## src/rtl/sysctrl_initiator_if.sv

```systemverilog
// Bundle of the request/response handshake and the system-control byte bus
// seen by the initiator. The master modport is the initiator side.
interface sysctrl_initiator_if #(
    parameter int MAX_LEN = 8
);
    // Request handshake: a transfer happens on a rising clk edge where
    // req_valid && req_ready; req_* must stay stable while req_valid is high
    // and req_ready is low. rsp_valid is a one-cycle pulse with no back-pressure.
    logic                 req_valid;
    logic                 req_ready;
    logic [7:0]           req_cmd;
    logic [3:0]           req_len;
    logic [8*MAX_LEN-1:0] req_data;
    logic                 rsp_valid;
    logic [8*MAX_LEN-1:0] rsp_data;
    logic [3:0]           rsp_count;
    logic                 busy;
    logic                 data_in_strobe;
    logic                 data_in_start;
    logic [7:0]           data_in;
    logic [7:0]           data_out;

    modport master (
        input  req_valid, req_cmd, req_len, req_data, data_out,
        output req_ready, rsp_valid, rsp_data, rsp_count, busy,
               data_in_strobe, data_in_start, data_in
    );

    modport slave (
        output req_valid, req_cmd, req_len, req_data, data_out,
        input  req_ready, rsp_valid, rsp_data, rsp_count, busy,
               data_in_strobe, data_in_start, data_in
    );
endinterface

```

## src/rtl/sysctrl_initiator.sv

```systemverilog
// System-control bus initiator: sends a command byte plus payload as spaced
// strobes and collects the responder's reply byte for every payload strobe.
module sysctrl_initiator #(
    parameter int MAX_LEN = 8,
    parameter int GAP     = 3
) (
    input  logic                clk,
    input  logic                reset,
    sysctrl_initiator_if.master bus,
    output logic [1:0]          dbg_state
);
    if (GAP < 2) begin : g_gap_check
        $error("sysctrl_initiator: GAP must be >= 2");
    end
    if (MAX_LEN < 1 || MAX_LEN > 15) begin : g_len_check
        $error("sysctrl_initiator: MAX_LEN must be in 1..15");
    end

    localparam int         W         = 8 * MAX_LEN;
    localparam int         GW        = (GAP > 2) ? $clog2(GAP) : 1;
    localparam logic [3:0] MAX_LEN_L = 4'(MAX_LEN);

    typedef enum logic [1:0] {IDLE, SEND, WAIT, DONE} state_t;

    state_t          state;
    logic            is_cmd;
    logic [3:0]      k;
    logic [3:0]      len_q;
    logic [W-1:0]    payload_q;
    logic [GW-1:0]   gap_cnt;
    logic            strobe_q;
    logic            start_q;
    logic [7:0]      data_in_q;
    logic            rsp_valid_q;
    logic [W-1:0]    rsp_data_q;
    logic [3:0]      rsp_count_q;
    logic            busy_q;
    logic            ready_q;

    logic            accept;
    logic [3:0]      len_clamped;
    logic            last_byte;
    logic [3:0]      next_k;

    assign accept      = bus.req_valid && ready_q;
    assign len_clamped = (bus.req_len > MAX_LEN_L) ? MAX_LEN_L : bus.req_len;
    assign last_byte   = is_cmd ? (len_q == 4'd0) : (k == len_q - 4'd1);
    assign next_k      = is_cmd ? 4'd0 : k + 4'd1;

    always_ff @(posedge clk) begin
        if (reset) begin
            state       <= IDLE;
            is_cmd      <= 1'b0;
            k           <= '0;
            len_q       <= '0;
            payload_q   <= '0;
            gap_cnt     <= '0;
            strobe_q    <= 1'b0;
            start_q     <= 1'b0;
            data_in_q   <= '0;
            rsp_valid_q <= 1'b0;
            rsp_data_q  <= '0;
            rsp_count_q <= '0;
            busy_q      <= 1'b0;
            ready_q     <= 1'b1;
        end else begin
            strobe_q    <= 1'b0;
            start_q     <= 1'b0;
            rsp_valid_q <= 1'b0;
            case (state)
                // DONE accepts like IDLE so back-to-back requests lose no cycle.
                IDLE, DONE: begin
                    if (accept) begin
                        len_q       <= len_clamped;
                        payload_q   <= bus.req_data;
                        rsp_data_q  <= '0;
                        rsp_count_q <= len_clamped;
                        k           <= '0;
                        is_cmd      <= 1'b1;
                        strobe_q    <= 1'b1;
                        start_q     <= 1'b1;
                        data_in_q   <= bus.req_cmd;
                        busy_q      <= 1'b1;
                        ready_q     <= 1'b0;
                        state       <= SEND;
                    end else begin
                        state <= IDLE;
                    end
                end
                SEND: begin
                    gap_cnt <= GW'(GAP - 1);
                    state   <= WAIT;
                end
                WAIT: begin
                    if (gap_cnt != '0) begin
                        gap_cnt <= gap_cnt - 1'b1;
                    end else begin
                        // The reply to the command byte itself carries nothing useful.
                        if (!is_cmd) rsp_data_q[8*k +: 8] <= bus.data_out;
                        if (last_byte) begin
                            rsp_valid_q <= 1'b1;
                            busy_q      <= 1'b0;
                            ready_q     <= 1'b1;
                            state       <= DONE;
                        end else begin
                            k         <= next_k;
                            is_cmd    <= 1'b0;
                            strobe_q  <= 1'b1;
                            data_in_q <= payload_q[8*next_k +: 8];
                            state     <= SEND;
                        end
                    end
                end
                default: state <= IDLE;
            endcase
        end
    end

    assign bus.req_ready      = ready_q;
    assign bus.busy           = busy_q;
    assign bus.data_in_strobe = strobe_q;
    assign bus.data_in_start  = start_q;
    assign bus.data_in        = data_in_q;
    assign bus.rsp_valid      = rsp_valid_q;
    assign bus.rsp_data       = rsp_data_q;
    assign bus.rsp_count      = rsp_count_q;
    assign dbg_state          = state;
endmodule

```

## src/flat_wrapper.sv

```systemverilog
// flat-port wrapper written by rule: the top's interface ports become plain ports
module sysctrl_initiator_flat 
#(
    parameter int MAX_LEN = 8,
    parameter int GAP     = 3
)
  (clk, reset, dbg_state, bus_req_valid, bus_req_cmd, bus_req_len, bus_req_data, bus_data_out, bus_req_ready, bus_rsp_valid, bus_rsp_data, bus_rsp_count, bus_busy, bus_data_in_strobe, bus_data_in_start, bus_data_in);
  sysctrl_initiator_if #(.MAX_LEN(MAX_LEN)) bus_i ();
  input  logic clk;
  input  logic reset;
  output logic [1:0] dbg_state;
  input wire logic [$bits(bus_i.req_valid)-1:0] bus_req_valid;
  input wire logic [$bits(bus_i.req_cmd)-1:0] bus_req_cmd;
  input wire logic [$bits(bus_i.req_len)-1:0] bus_req_len;
  input wire logic [$bits(bus_i.req_data)-1:0] bus_req_data;
  input wire logic [$bits(bus_i.data_out)-1:0] bus_data_out;
  output wire logic [$bits(bus_i.req_ready)-1:0] bus_req_ready;
  output wire logic [$bits(bus_i.rsp_valid)-1:0] bus_rsp_valid;
  output wire logic [$bits(bus_i.rsp_data)-1:0] bus_rsp_data;
  output wire logic [$bits(bus_i.rsp_count)-1:0] bus_rsp_count;
  output wire logic [$bits(bus_i.busy)-1:0] bus_busy;
  output wire logic [$bits(bus_i.data_in_strobe)-1:0] bus_data_in_strobe;
  output wire logic [$bits(bus_i.data_in_start)-1:0] bus_data_in_start;
  output wire logic [$bits(bus_i.data_in)-1:0] bus_data_in;
  assign bus_i.req_valid = bus_req_valid;
  assign bus_i.req_cmd = bus_req_cmd;
  assign bus_i.req_len = bus_req_len;
  assign bus_i.req_data = bus_req_data;
  assign bus_i.data_out = bus_data_out;
  assign bus_req_ready = bus_i.req_ready;
  assign bus_rsp_valid = bus_i.rsp_valid;
  assign bus_rsp_data = bus_i.rsp_data;
  assign bus_rsp_count = bus_i.rsp_count;
  assign bus_busy = bus_i.busy;
  assign bus_data_in_strobe = bus_i.data_in_strobe;
  assign bus_data_in_start = bus_i.data_in_start;
  assign bus_data_in = bus_i.data_in;
  sysctrl_initiator #(.MAX_LEN(MAX_LEN), .GAP(GAP)) u_core (.clk(clk), .reset(reset), .bus(bus_i), .dbg_state(dbg_state));
endmodule
```

## config.mk

```make
export PLATFORM = sky130hd
export DESIGN_NAME = sysctrl_initiator_flat
export DESIGN_NICKNAME = d
export VERILOG_FILES = /design/src/rtl/sysctrl_initiator_if.sv /design/src/rtl/sysctrl_initiator.sv /design/src/flat_wrapper.sv
export SDC_FILE = /design/constraint.sdc
export NUM_CORES = 1
export LEC_CHECK = 0
export ABC_AREA = 1
export CORE_AREA = 2 2 117 119
export DETAILED_ROUTE_END_ITERATION = 8
export DIE_AREA = 0 0 119 121
export GPL_ROUTABILITY_DRIVEN = 1
export PLACE_DENSITY_LB_ADDON = 0.1
export SYNTH_ARGS = -nofsm -noshare
export SYNTH_HDL_FRONTEND = slang
export SYNTH_SLANG_ARGS = --single-unit
```

## constraint.sdc

```tcl
create_clock -name clk -period 4.9 [get_ports clk]
set_input_delay 0.735 -clock clk [delete_from_list [all_inputs] [get_ports clk]]
set_output_delay 0.735 -clock clk [all_outputs]
set_load 0.1 [all_outputs]
```

# Word-level counts from Yosys, hierarchy flattened

Index checks and enable logic that the tools add are counted.

$add $sub $neg: 4
$mul: 0
Div/mod/pow operators: 0
$lt $le $gt $ge: 1
Equal/unequal tests: 10
Shift operators: 3
Muxes and demuxes: 38
Bitwise logic cells: 2
Reduce and logical (&&, ||, !) cells: 14

Operators by type and width:

| kind                      | number |
|---|---|
| $mux W64                  | 3 |
| $pmux W64 S2              | 1 |
| $bwmux W64                | 1 |
| $shift A8 B34 Y64 const A | 1 |
| $shiftx A64 B8 Y8         | 1 |
| $shiftx A8 B34 Y64        | 1 |
| $neg A7 Y34               | 1 |
| $mux W8                   | 3 |
| $mux W4                   | 5 |
| $pmux W8 S2               | 1 |
| $mux W1                   | 14 |
| $reduce_and A4 Y1         | 3 |
| $pmux W1 S2               | 4 |
| $pmux W4 S2               | 1 |
| $mux W2                   | 3 |
| $ne A2 B1 Y1 const B      | 3 |
| $ne A2 B2 Y1 const B      | 3 |
| $pmux W2 S3               | 1 |
| $reduce_bool A2 Y1        | 3 |
| $add A4 B1 Y4 const B     | 1 |
| $eq A2 B2 Y1 const B      | 2 |
| $eq A4 B4 Y1              | 1 |
| $gt A4 B4 Y1 const B      | 1 |
| $logic_not A4 Y1          | 1 |
| other kinds (10)          | 13 |

Register bits: 154
Bits in latches: 0
Bits in writable memories: 0
Bits in read-only memories: 0
Logic and storage cells: 85
Memories kept: 0

# Logic depth before layout (Yosys ltp)

Gate-level depths: netlist (run 1).

Word-level depth: 6
Depth in mapped cells: 15
Mapped depth without buffers: 14

# Worst setup path after synthesis (run 1)

No wires, ideal clock.

Path type: register to register
Start: register u_core.state[0], in the netlist u_core.dbg_state[0]
End: register u_core.rsp_data_q[48], in the netlist u_core.bus.rsp_data[48]
Arrival time: 2.647 ns
Required time: 4.830 ns
Slack: 2.183 ns
Stages on the path, launching flop included: 13
Buffers on the path: 1
Clock period less this slack: 2.717 ns
Cell sequence: dfxtp_1 > inv_1 > ha_1 > buf_4 > inv_2 > nor2_2 > inv_2 > nand3_2 > nor3_2 > nand2_1 > nor2_1 > nand2_1 > a21oi_1

Word-level cells in the longest chain between the ends: 4
Elaborated cells on any way between the ends: 10
Classes of those cells: eq/ne (5); mux (1); reduce/logical (4)

Ends and longest elaborated chain:

| what                                                                | RTL line                | source |
|---|---|---|
| from (decl)                                                         | sysctrl_initiator.sv:25 | `state_t state;` |
| from (signal assigned)                                              | sysctrl_initiator.sv:52 | `state <= IDLE;` |
| from (signal assigned)                                              | sysctrl_initiator.sv:85 | `state <= SEND;` |
| from (signal assigned)                                              | sysctrl_initiator.sv:87 | `state <= IDLE;` |
| $eq A2 B2 Y1 / $logic_not A2 Y1 (equally long branches)             | sysctrl_initiator.sv:70 | `case (state)` |
| $reduce_or A2 Y1                                                    | sysctrl_initiator.sv:70 |  |
| $ne A2 B1 Y1 (no line) / $reduce_bool A2 Y1 (equally long branches) | -                       |  |
| $reduce_and A4 Y1 (no line)                                         | -                       |  |
| to (signal, indexed assignment)                                     | sysctrl_initiator.sv:99 | `if (!is_cmd) rsp_data_q[8*k +: 8] <= bus.data_out;` |
| to (decl)                                                           | sysctrl_initiator.sv:35 | `logic [W-1:0] rsp_data_q;` |

Parallel ways exist; a longest one is shown, timed or not.
A chain may end at the register's enable or synchronous reset.

# Final worst setup path (run 1)

Start: register u_core.k[0]
End: register u_core.data_in_q[5], in the netlist u_core.bus.data_in[5]

Word-level cells in the longest chain between the ends: 6
Elaborated cells on any way between the ends: 10
Classes of those cells: add/sub (1); eq/ne (2); shift (1); mux (5); reduce/logical (1)

Ends and longest elaborated chain:

| what                   | RTL line                 | source |
|---|---|---|
| from (decl)            | sysctrl_initiator.sv:27  | `logic [3:0] k;` |
| from (signal assigned) | sysctrl_initiator.sv:106 | `k <= next_k;` |
| $add A4 B1 Y4          | sysctrl_initiator.sv:48  | `assign next_k = is_cmd ? 4'd0 : k + 4'd1;` |
| $mux W4                | sysctrl_initiator.sv:48  |  |
| $shiftx A64 B8 Y8      | sysctrl_initiator.sv:109 | `data_in_q <= payload_q[8*next_k +: 8];` |
| $mux W8                | sysctrl_initiator.sv:100 | `if (last_byte) begin` |
| $mux W8                | sysctrl_initiator.sv:95  | `if (gap_cnt != '0) begin` |
| $pmux W8 S2            | sysctrl_initiator.sv:70  |  |
| to (signal assigned)   | sysctrl_initiator.sv:82  | `data_in_q <= bus.req_cmd;` |
| to (signal assigned)   | sysctrl_initiator.sv:109 |  |
| to (decl)              | sysctrl_initiator.sv:33  | `logic [7:0] data_in_q;` |

Parallel ways exist; a longest one is shown, timed or not. The select of a mux whose other input is x is not followed.

==> out/qor.csv, run 1 <==
stage,metric,value,unit
timing,rsz0062_at_grt,false,
floorplan,die-area,14400,um2
timing,slew_violations,0,
place,portBuffers,169,
routing,wirelength,19.9,mm
floorplan,initial_utilization,0.520,
power_and_ir_drop,p_leak,0.00367,uW
grt,overflow,0,
cts,cts_tree,done,
timing,timing.fmax,299,MHz
logic_synthesis,syn_area_per_cell,6.87,um2
status,outcome,"finished, final reports clean",
timing,finalCritPeriodShare,0.682,
layout,area_delta_synth_final,35.2,%
job,maxCapViolCount,0,
grt,grtUsageTotal,0.276,
cts,clockBufferDepth,2,
logic_synthesis,seq_area_frac_synth,0.454,
floorplan,placementRows,42,
layout,drive_gt1_frac,0.0535,
cts,ctsResizeCount,0,
setup_path,critPathCaptureType,register,
timing,worst_slew_pin_slew,1.08,ns
logic_synthesis,netlist_instances,989,
setup_path,cp-start-kind,register,
cts,root_buffer,clkbuf_16,
floorplan,die_y,121,um
setup_path,crit_type,reg -> reg,
place,placed_cells,1285,
floorplan,die_x,119,um
routing,via_count,7063,
timing,fin_tns_setup,0,ns
grt,grt_pass1_vias,6479,
routing,wl_per_cell,15.1,um
timing,finalClockSkew,0.00928,ns
setup_path,cp.required,5.25,ns
layout,regArea,3080,um2
grt,grt_pass1_wl,31.8,mm
logic_synthesis,yosys.area.top_type_share,0.454,
layout,stdcell_count,1317,
timing,finalCriticalPeriod,3.34,ns
cts,cts_buffers,17,
layout,multi_input_comb_area,3280,um2
min_path,hold_class,reg -> reg,
routing,drt_iter0_markers,778,
setup_path,arrival,3.69,ns
logic_synthesis,ys_types,27,
power_and_ir_drop,ir_worst_vdd,0.250,mV
cts,htreeDepth,4,
layout,antennaDiodeCount,0,
logic_synthesis,yosys_warnings,0,
timing,slew-limit-headroom,0.278,
place,dp_hpwl,13.4,mm
routing,via_per_inst,5.36,
routing,drtAntennaViolNets,0,
logic_synthesis,ys_seq_elements,154,
routing,drt-pass1-iter-count,5,
cts,holdBufCountCts,0,
logic_synthesis,ys_top_cells_by_area,"dfxtp_1, nand2_1, nand3_1",
cts,cts_setup_buffers,0,
layout,fill_cells,1124,
place,gp_congestion,0.857,
cts,clk_pin_slew,0.06,ns
timing,setup_viol,0,
layout,nNetsFinal,1223,
logic_synthesis,yosys.area.top_type,dfxtp_1,
grt,grt_max_degree,72,
logic_synthesis,netlist_area,6800,um2
power_and_ir_drop,p_per_area,364,nW/um2
cts,cts.sinks,154,
logic_synthesis,synth_nets,1084,
floorplan,ios,170,
cts,clock_latency,0.42,ns
routing,drc,0,
grt,antenna_found_initial,0,
setup_path,cp_max_fo,22,
timing,hold_violations,0,
floorplan,core_area,13100,um2
layer usage:
metal	part of all wire	global-route usage
met1	0.45	0.373
met2	0.46	0.434
met3	0.073	0.0578
met4	0.020	0.106
met5	0	0
worst paths after layout:
path                                     from                                  to  slack, ns  cells after the start
max reg2reg          u_core.k[0]$_SDFFE_PP0P_  u_core.bus.data_in[5]$_SDFFE_PP0P_       1.56                     11
min reg2reg  u_core.payload_q[6]$_SDFFE_PP0P_    u_core.payload_q[6]$_SDFFE_PP0P_       0.46                      2
min          u_core.payload_q[6]$_SDFFE_PP0P_    u_core.payload_q[6]$_SDFFE_PP0P_       0.46                      2
max                  u_core.k[0]$_SDFFE_PP0P_  u_core.bus.data_in[5]$_SDFFE_PP0P_       1.56                     11
cell usage in the layout, fill, tap and decap left out, drive strengths merged:
cell             n
a211oi           1
a21oi           89
a221oi           1
a22oi            2
buf              9
bufinv           5
clkbuf          19
clkdlybuf4s50  168
clkinv          10
dfxtp          154
ha               8
inv             54
nand2          215
nand3          154
nand4            2
nor2           159
nor3             4
o21ai           75
o22ai            1
or2             10
xnor2            1
critical path: stages (launching register included):
cell	delay, ns
dfxtp_1	0.81
inv_1	0.13
ha_1	0.40
nand2_1	0.61
inv_1	0.51
nand3_1	0.24
nand2_1	0.10
nand2_1	0.07
nand3_1	0.09
nand2_1	0.09
nand3_1	0.06
a21oi_1	0.15
kinds of logic after synthesis:
group / share of synthesized area
compound gates: 0.128
xor+xnor: 0.00129
fa+ha+maj: 0.0147
buf+inv: 0.0646
flops: 0.454
simple gates: 0.338
area by class of cell:
type                            instances  area share
Clock buffer                           19      0.0493
Clock inverter                         13      0.0215
Inverter                               56      0.0229
Multi-Input combinational cell        722       0.357
Sequential cell                       154       0.336
Tap cell                              176      0.0240
Timing Repair Buffer                  177       0.190
synth_stat cells, drive strengths merged:
cell,instances
nor3,4
clkinv,2
a211oi,1
buf,18
a221oi,1
nand2,215
nor2,159
xnor2,1
nand4,2
dfxtp,154
inv,54
or2,10
nand3,154
ha,8
a22oi,2
o21ai,75
clkbuf,39
a21oi,89
o22ai,1
state kept, by name, indices dropped and copies added, names as in the netlist, 2 cells and up:
name and cells:
u_core.payload_q 64, u_core.bus.rsp_count 4, u_core.bus.data_in 8, u_core.bus.rsp_data 64
u_core.gap_cnt 2, u_core.dbg_state 2, u_core.k 4
through the flow:
stage               instance area (um2)   util  hold WS, ns  setup slack, ns  power, uW
finish                             9190  0.702        0.460             1.56       3340
global route                       9190  0.702        0.481             1.25       3470
CTS                                9190  0.702        0.460             1.58       3360
detailed placement                 8540  0.653        0.453             1.63       1930
global placement                   8540  0.653        0.443             1.66       1930
floorplan                          6800      -        0.426             2.18       1750
power by group:
group	internal, uW	total (uW)	switching (uW)
Clock	926	1430	505
Sequential	1330	1370	41.4
Combinational	171	540	369
Total	2430	3340	915
No activity file was read; power rests on OpenSTA's default activity.
==> inputs of run 2 (changes only) <==
--- a/config.mk
+++ b/config.mk
@@ -6,9 +6,9 @@
 export NUM_CORES = 1
 export LEC_CHECK = 0
 export ABC_AREA = 1
-export CORE_AREA = 2 2 117 119
+export CORE_AREA = 2 2 126 128
 export DETAILED_ROUTE_END_ITERATION = 8
-export DIE_AREA = 0 0 119 121
+export DIE_AREA = 0 0 128 130
 export GPL_ROUTABILITY_DRIVEN = 1
 export PLACE_DENSITY_LB_ADDON = 0.1
 export SYNTH_ARGS = -nofsm -noshare
==> constraint.sdc (replaced) <==
create_clock -name clk -period 2.9 [get_ports clk]
set_input_delay 0.435 -clock clk [delete_from_list [all_inputs] [get_ports clk]]
set_output_delay 0.435 -clock clk [all_outputs]
set_load 0.1 [all_outputs]
==> run 2 against run 1 <==
  * Flip-flop and latch count stayed put
  * Setup slack got worse by 1.2 ns
  * Hold slack got worse by 0.0051 ns
  * Routed wire length barely moved
  * Utilization decreased by 12 points
  * Die area rose by 16%
  * Critical path type unchanged
  * Highest routed layer unchanged
==> out/qor.csv, run 2 (synthesized netlist as in run 1, its figures left out) <==
stage,metric,value,unit,change
floorplan,die_y,130,um,+7.4%
timing,timing.final.ws_setup,0.336,ns,-1.22 ns
cts,ctsResizeCount,0,,unchanged
status,outcome,"finished, final reports clean",,
layout,nNetsFinal,1234,,+0.90%
setup_path,cp_max_fo,14,,-36%
power_and_ir_drop,combPwrFrac,0.170,,+0.008
routing,via_count,6926,,-1.9%
cts,clk_pin_slew,0.06,ns,about the same
setup_path,critPathCaptureType,register,,
min_path,min_from,u_core.payload_q[46]$_SDFFE_PP0P_,,
timing,rsz0062_at_grt,false,,
job,maxCapViolCount,0,,unchanged
power_and_ir_drop,pwr-share-clk,0.403,,-0.025
cts,cts_buffers,17,,unchanged
setup_path,timing.rr.end,u_core.bus.rsp_data[36]$_SDFFE_PP0P_,,
floorplan,initial_utilization,0.441,,-0.0788
floorplan,placementRows,46,,+9.5%
layout,fill_cells,1549,,+38%
routing,drt-pass1-iter-count,5,,unchanged
timing,finalCritPeriodShare,0.884,,+0.203
floorplan,ios,170,,unchanged
layout,area_delta_synth_final,32.7,%,
routing,via_per_inst,5.16,,-3.8%
place,dp_slack,0.344,ns,-1.29 ns
power_and_ir_drop,p_int,3850,uW,+58%
layout,drive_gt1_frac,0.133,,+0.0795
timing,finalClockSkew,0.00796,ns,-0.00132 ns
layout,antennaDiodeCount,0,,unchanged
cts,cts_setup_buffers,0,,unchanged
layout,final_common_cell,nand2_1,,
grt,grt_pass1_wl,32.1,mm,+1.0%
cts,root_buffer,clkbuf_16,,
power_and_ir_drop,p_per_area,600,nW/um2,+65%
place,portBuffers,169,,unchanged
timing,finalCriticalPeriod,2.56,ns,-0.776 ns
routing,drtAntennaViolNets,0,,unchanged
cts,holdBufCountCts,0,,unchanged
routing,wl_per_cell,14.8,um,-2.0%
setup_path,cp.required,3.24,ns,-2.01 ns
routing,wirelength,19.9,mm,about the same
floorplan,die_x,128,um,+7.6%
power_and_ir_drop,switchingPower,1570,uW,+72%
grt,antenna_found_initial,1,,+1
grt,grtUsageTotal,0.243,,-0.0332
timing,hold_violations,0,,unchanged
place,gp_congestion,0.836,,-2.5%
routing,drc,0,,unchanged
power_and_ir_drop,ir_worst_vdd,0.438,mV,+75%
setup_path,rr_worst_depth,10,,-1
setup_path,arrival,2.90,ns,-0.79 ns
timing,slew-limit-headroom,0.410,,+0.132
cts,clockBufferDepth,2,,unchanged
timing,fin_tns_setup,0,ns,unchanged
setup_path,r2r_slack,0.34,ns,-1.22 ns
power_and_ir_drop,power.share.sequential,0.427,,+0.017
min_path,hold_path_depth,2,,unchanged
power_and_ir_drop,swShare,0.290,,+0.0163
min_path,hold_class,reg -> reg,,
cts,htreeDepth,4,,unchanged
cts,cts.sinks,154,,unchanged
setup_path,rr_startpoint,u_core.dbg_state[0]$_SDFFE_PP0P_,,
power_and_ir_drop,p_leak,0.00384,uW,+4.6%
timing,timing.fmax,390,MHz,+30%
min_path,hold_path_end,u_core.payload_q[46]$_SDFFE_PP0P_,,
grt,grt_max_degree,84,,+17%
cts,clock_latency,0.42,ns,about the same
setup_path,crit_type,reg -> reg,,
place,dp_hpwl,13.9,mm,+3.7%
grt,grt_pass1_vias,6539,,+0.93%
floorplan,core_area,15400,um2,+18%
cts,cts_tree,done,,
floorplan,die-area,16600,um2,+16%
routing,drt_iter0_markers,563,,-28%
timing,slew_violations,0,,unchanged
grt,overflow,0,,unchanged
timing,worst_slew_pin_slew,0.885,ns,-0.195 ns
setup_path,cp-start-kind,register,,
layout,layout_common_cells,"nand2_1, dfxtp_1, nand3_1",,
timing,setup_viol,0,,unchanged
-- run 2: cell types whose count changed in the layout (fill, tap and decap cells not counted) --
cell | previous run | this run
buf_12 | 0 | 1
buf_4 | 8 | 101
bufinv_16 | 5 | 2
clkbuf_1 | 0 | 1
clkdlybuf4s50_1 | 168 | 85
clkinv_2 | 6 | 3
clkinv_4 | 2 | 0
clkinvlp_4 | 0 | 5
inv_6 | 0 | 1
-- run 2: layout make-up --
type | count | area, um2 | area share
repair buffers | 188 | 1630 | 0.181
clock buffers | 20 | 457 | 0.0506
clock inverters | 11 | 121 | 0.0134
flip-flops and latches | 154 | 3080 | 0.342
well taps | 192 | 240 | 0.0266
multi-input cells | 722 | 3280 | 0.363
inverters | 56 | 210 | 0.0233
-- run 2: power groups by stage --
stage | registers, uW | clock network, uW | logic (uW)
detailed placement | 2360 | 0 | 915
CTS | 2310 | 2220 | 919
finish | 2310 | 2180 | 918
floorplan | 2540 | 0 | 418
global placement | 2360 | 0 | 912
global route | 2330 | 2300 | 1010
-- run 2: worst max-delay path by stage --
stage / startpoint / to / slack, ns / cells after the start
2_1_floorplan: u_core.dbg_state[0]$_SDFFE_PP0P_ / u_core.bus.rsp_data[48]$_SDFFE_PP0P_ / 0.18 / 12
6_report: u_core.dbg_state[0]$_SDFFE_PP0P_ / u_core.bus.rsp_data[36]$_SDFFE_PP0P_ / 0.34 / 10
3_5_place_dp: bus_req_valid / u_core.bus.rsp_data[36]$_SDFFE_PP0P_ / 0.34 / 8
3_3_place_gp: bus_req_valid / u_core.bus.rsp_data[35]$_SDFFE_PP0P_ / 0.41 / 8
4_1_cts: u_core.dbg_state[0]$_SDFFE_PP0P_ / u_core.bus.rsp_data[36]$_SDFFE_PP0P_ / 0.39 / 10
5_1_grt: u_core.dbg_state[0]$_SDFFE_PP0P_ / u_core.bus.rsp_data[36]$_SDFFE_PP0P_ / 0.16 / 10
-- run 2: worst max-delay path, stage by stage, from the launching register on --
cell and delay [ns]:
dfxtp_1 0.36, inv_1 0.07, ha_1 0.22, inv_2 0.19, nor2_2 0.12, inv_2 0.08, nand3_2 0.15, a21oi_4 0.29
nand3_1 0.43, or2_2 0.43, a21oi_1 0.14
-- run 2: routing by layer --
layer,routed length [um],part of all wire,track usage
met5,0,0,0
met4,348,0.017,0.0937
met3,1030,0.052,0.0459
met2,8900,0.45,0.377
met1,9650,0.48,0.337
-- run 2: per-stage QoR --
step	instances	hold WS [ns]	instance area [um2]	utilization	total power (uW)
detailed placement	1312	0.450	8450	0.548	3270
floorplan	989	0.426	6800	-	2950
CTS	1343	0.461	9020	0.585	5450
global placement	1312	0.446	8450	0.548	3270
global route	1343	0.479	9020	0.585	5640
finish	1343	0.454	9020	0.585	5420
